### src/rtl/seg_pkg.sv
// Shared seven-segment constants, slot index and packed BCD types for the
// display path. The BCD struct matches the binary-to-BCD converter's output.
package seg_pkg;

  typedef enum logic [1:0] {
    UNITS    = 2'd0,
    TENS     = 2'd1,
    HUNDREDS = 2'd2
  } slot_e;

  typedef struct packed {
    logic [3:0] hun;
    logic [3:0] ten;
    logic [3:0] uni;
  } bcd3_t;

  localparam logic [6:0] SEG_0    = 7'h3F;
  localparam logic [6:0] SEG_1    = 7'h06;
  localparam logic [6:0] SEG_2    = 7'h5B;
  localparam logic [6:0] SEG_3    = 7'h4F;
  localparam logic [6:0] SEG_4    = 7'h66;
  localparam logic [6:0] SEG_5    = 7'h6D;
  localparam logic [6:0] SEG_6    = 7'h7D;
  localparam logic [6:0] SEG_7    = 7'h07;
  localparam logic [6:0] SEG_8    = 7'h7F;
  localparam logic [6:0] SEG_9    = 7'h6F;
  localparam logic [6:0] SEG_DASH = 7'h40;

endpackage

### src/rtl/seg_decode.sv
// Combinational BCD nibble to active-high {g,f,e,d,c,b,a} pattern.
// Codes 10-15 show a dash.
module seg_decode
  import seg_pkg::*;
(
  input  logic [3:0] nib_i,
  output logic [6:0] seg_o
);

  always_comb begin
    seg_o = SEG_DASH;
    case (nib_i)
      4'd0: seg_o = SEG_0;
      4'd1: seg_o = SEG_1;
      4'd2: seg_o = SEG_2;
      4'd3: seg_o = SEG_3;
      4'd4: seg_o = SEG_4;
      4'd5: seg_o = SEG_5;
      4'd6: seg_o = SEG_6;
      4'd7: seg_o = SEG_7;
      4'd8: seg_o = SEG_8;
      4'd9: seg_o = SEG_9;
      default: seg_o = SEG_DASH;
    endcase
  end

endmodule

### src/rtl/seg_scan.sv
// Three-digit multiplexed seven-segment scanner with tear-free frame updates.
// Optional leading-zero blanking when SEG_LZB_EN is defined.
module seg_scan
  import seg_pkg::*;
#(
  parameter int unsigned REFRESH_DIV  = 1000,
  parameter int unsigned BLANK_CYCLES = 2
) (
  input  logic        clk,
  input  logic        rst,
  input  logic [11:0] decin,
  input  logic        load,
  output logic [6:0]  segments,
  output logic [2:0]  digit_en,
  output logic        frame_tick
);

  localparam int unsigned PW = $clog2(REFRESH_DIV);
  localparam logic [PW-1:0] TERM  = PW'(REFRESH_DIV - 1);
  localparam logic [PW-1:0] BLANK = PW'(BLANK_CYCLES);

  logic [PW-1:0] presc_q;
  slot_e         slot_q, slot_nxt;
  bcd3_t         pend_q, shown_q;
  logic          pend_v_q;
  logic [6:0]    seg_q, seg_d;
  logic [2:0]    en_q, en_d;

  logic       wrap, boundary;
  logic [3:0] nib;
  logic [6:0] dec;
  logic       lzb;

  assign wrap       = (presc_q == TERM);
  assign boundary   = wrap && (slot_q == HUNDREDS);
  assign frame_tick = boundary;
  assign segments   = seg_q;
  assign digit_en   = en_q;

  always_comb begin
    nib      = shown_q.uni;
    slot_nxt = UNITS;
    case (slot_q)
      UNITS:    begin nib = shown_q.uni; slot_nxt = TENS;     end
      TENS:     begin nib = shown_q.ten; slot_nxt = HUNDREDS; end
      HUNDREDS: begin nib = shown_q.hun; slot_nxt = UNITS;    end
      default:  begin nib = shown_q.uni; slot_nxt = UNITS;    end
    endcase
  end

`ifdef SEG_LZB_EN
  assign lzb = ((slot_q == HUNDREDS) && (shown_q.hun == 4'd0)) ||
               ((slot_q == TENS) && (shown_q.hun == 4'd0) && (shown_q.ten == 4'd0));
`else
  assign lzb = 1'b0;
`endif

  seg_decode u_dec (
    .nib_i (nib),
    .seg_o (dec)
  );

  always_comb begin
    en_d  = '0;
    seg_d = '0;
    if (presc_q >= BLANK) begin
      en_d  = 3'b001 << slot_q;
      seg_d = lzb ? '0 : dec;
    end
  end

  // A load on the boundary bypasses pending; its pend_v set is overridden below.
  always_ff @(posedge clk) begin
    if (rst) begin
      presc_q  <= '0;
      slot_q   <= UNITS;
      pend_q   <= '0;
      shown_q  <= '0;
      pend_v_q <= 1'b0;
      seg_q    <= '0;
      en_q     <= '0;
    end else begin
      presc_q <= wrap ? '0 : presc_q + 1'b1;
      if (wrap) slot_q <= slot_nxt;
      if (load) begin
        pend_q   <= decin;
        pend_v_q <= 1'b1;
      end
      if (boundary) begin
        if (load)          shown_q <= decin;
        else if (pend_v_q) shown_q <= pend_q;
        pend_v_q <= 1'b0;
      end
      en_q  <= en_d;
      seg_q <= seg_d;
    end
  end

endmodule

### config.mk
export PLATFORM = sky130hd
export DESIGN_NAME = seg_scan
export DESIGN_NICKNAME = d
export VERILOG_FILES = /design/src/rtl/seg_pkg.sv /design/src/rtl/seg_decode.sv /design/src/rtl/seg_scan.sv
export SDC_FILE = /design/constraint.sdc
export NUM_CORES = 1
export LEC_CHECK = 0
export CAP_MARGIN = 20
export CORE_ASPECT_RATIO = 1.1
export CORE_MARGIN = 4
export CORE_UTILIZATION = 30
export DETAILED_ROUTE_END_ITERATION = 10
export PLACE_DENSITY = 0.55
export SLEW_MARGIN = 20
export SYNTH_ARGS = -nofsm -noshare
export SYNTH_HDL_FRONTEND = slang
export SYNTH_HIERARCHICAL = 1
export SYNTH_SLANG_ARGS = --single-unit
### constraint.sdc
create_clock -name clk -period 2.2 [get_ports clk]
set_input_delay 0.33 -clock clk [delete_from_list [all_inputs] [get_ports clk]]
set_output_delay 0.33 -clock clk [all_outputs]
set_load 0.01 [all_outputs]
==> impl_metrics.toml <==
[status]
status = "finished, final reports clean"

[yosys]
synth.most_common_cell = "dfxtp_1"
syn_area_um2 = 2150
synth_area_per_cell_um2 = 9.35
yosys_warnings = 6
synth_common_cells = "47 x dfxtp_1, 26 x nor2_1, 16 x nand2_1"
synth.largest_area_cell = "dfxtp_1"
netlist_instances = 230
synth_enable_flop_cells = 0
ys_seq_area_frac = 0.438
synth.top_cell.area_share = 0.438
yosys-top-cells-area = "dfxtp_1 44%, ha_1 7.0%, mux2i_1 6.5%"
ys_ff_latch = 47
synthFlopType = "dfxtp_1"
synth-async-reset-ratio = 0
syn_nets = 257
ys_types = 40

[grt]
overflow = 0
met2_usage = 0.167
grt_start_max_net_pins = 38
grt.busiest_layer = "met2"
grt_use_met1 = 0.126
grtUsageMet3 = 0.0290
grt_pass1_vias = 1526
antenna_found_initial = 0
grt_use_total = 0.103
grt_pass1_wl_mm = 7.00

[cts]
cts-root-buf = "clkbuf_8"
post_cts_buffers = 0
cts.sinks = 47
clkSlewWorstSetupHoldPaths_ns = 0.09
numCtsBuffers = 5
worstSkewPairLatency_ns = 0.31
htree_levels = 2
clockBufferDepth = 2
cts_tree = "done"

[hold_path]
holdPathStages = 2
min-delay-start = "shown_q[0]"
hold_class = "flop to flop"
hold_end = "shown_q[0]"

[worst_setup_path]
required_ns = 2.41
r2r-end = "segments[5]"
crit_type = "flop to flop"
start_kind = "flop"
r2r-start = "slot_q[1]"
worstPathArrival_ns = 2.24
reg2reg_depth = 9
critPathMaxFanout = 5
r2r_slack_ns = 0.17
endpoint_kind = "flop"

[sta]
rsz0062_at_grt = "no"
tns_ns = 0
slew_viol_final = 0
finalClockSkew_ns = 0.0144
final.period_utilization = 0.923
fmax_mhz = 493
min_period_ns = 2.03
slew_headroom = 0.555
tightest_slew_ns = 0.664
setup_viol_count_final = 0
finalHoldViolCount = 0

[routing]
wl_mm = 4.10
ant_nets = 0
drc_errors = 0
drtIter0Drc = 49
first_pass_iters = 4
viasPerCell = 4.56
avgRoutedWirePerCell_um = 11.8
vias = 1582

[layout]
area_growth_pct = 23.4
drive_above_1_share = 0.137
fillCellCount = 705
diodes = 0
final_area_um2 = 2650
fin_nets = 288

[die]
placementRows = 32
start_util = 0.307
dieHeight_um = 96.8
dieArea_um2 = 8590
design.core.area_um2 = 7010
die_x_um = 88.7
ios = 26

[place]
dpl-instance-area_um2 = 2510
gp_congestion = 0.710
port_buffers = 25
hpwl_mm = 2.91

[pwr]
irDropWorstVdd_mv = 0.250
power_mw = 1.66
leakagePower_nw = 1.02
powerDensity_nw_per_um2 = 625

[job]
cap_violations = 0
[critical path, stage by stage (launching register included)]
cell and delay [ns]:
dfxtp_1 0.34, inv_1 0.17, ha_1 0.28, a22oi_1 0.09, a21oi_1 0.20, inv_1 0.12, ha_1 0.23, and2b_1 0.15
o31a_1 0.22, and2_1 0.13
[through the flow]
step	util	std cells	hold slack [ns]	setup slack, ns
2_1_floorplan	-	230	0.448	0.0381
6_report	0.379	347	0.479	0.170
3_5_place_dp	0.358	339	0.468	0.118
5_1_grt	0.379	347	0.504	0.00481
3_3_place_gp	0.358	339	0.465	0.151
4_1_cts	0.376	347	0.484	0.100
[timing repair]
| action | 4_1_cts | 5_1_grt |
|---|---|---|
| setup endpoints to repair | 1 | 3 |
| hold buffers | 0 | 0 |
| pin swaps | 0 | 0 |
| gates resized for setup | 7 | 4 |
[how the worst max path moves through the flow]
stage                          from          end  slack (ns)  depth (start not counted)
after floorplan           slot_q[0]  segments[5]        0.04                         10
after global placement    slot_q[1]  segments[5]        0.15                          9
after detailed placement  slot_q[1]  segments[5]        0.12                          9
after CTS                 slot_q[1]  segments[5]        0.10                          9
after global routing      slot_q[1]  segments[5]       0.005                          9
final                     slot_q[1]  segments[5]        0.17                          9
[state kept, by name, indices dropped and copies added (netlist names)]
register / cells
digit_en: 3
shown_q: 12
segments: 7
pend_q: 12
pend_v_q: 1
slot_q: 2
presc_q: 10
[cells by family after synthesis]
logic type	count (synthesis)	share of synthesized area
compound gates	35	0.103
xor+xnor	5	0.0204
fa+ha+maj	12	0.0698
buf+inv	22	0.0559
flops	47	0.438
mux	15	0.0704
simple gates	94	0.243
[metal layers]
layer | share of wire | wire [um]
met1 | 0.47 | 1930
met2 | 0.48 | 1980
met3 | 0.034 | 141
met4 | 0.011 | 45
met5 | 0 | 0
[where the power goes]
part,switching [mW],internal [mW],total [mW],leakage (nW)
Clock,0.332,0.240,0.572,0.0511
Combinational,0.0726,0.0973,0.170,0.586
Sequential,0.0207,0.894,0.915,0.385
[placed cells by master (no fill, tap or decap), drive strengths merged, types with 3 or more instances in the layout]
| master | count |
|---|---|
| dfxtp | 47 |
| nor2 | 26 |
| clkdlybuf4s50 | 24 |
| nand2 | 16 |
| o21ai | 15 |
| mux2i | 14 |
| nand2b | 13 |
| inv | 13 |
| ha | 12 |
| buf | 11 |
| and2 | 8 |
| nor3 | 8 |
| nand3 | 5 |
| clkbuf | 5 |
| a22oi | 5 |
| a21oi | 5 |
| and3 | 4 |
| a31oi | 3 |
| xnor2 | 3 |
| nor2b | 3 |
| nor4 | 3 |
[layout make-up]
| cell class | instances | area [um^2] | area share |
|---|---|---|---|
| multi-input combinational | 161 | 1130 | 0.428 |
| sequential | 47 | 945 | 0.356 |
| timing repair buffer | 36 | 332 | 0.125 |
| tap | 85 | 106 | 0.0401 |
| clock buffer | 5 | 68.8 | 0.0259 |
| inverter | 10 | 37.5 | 0.0142 |
| clock inverter | 3 | 28.8 | 0.0108 |
Power figures use the tool's default switching activity.
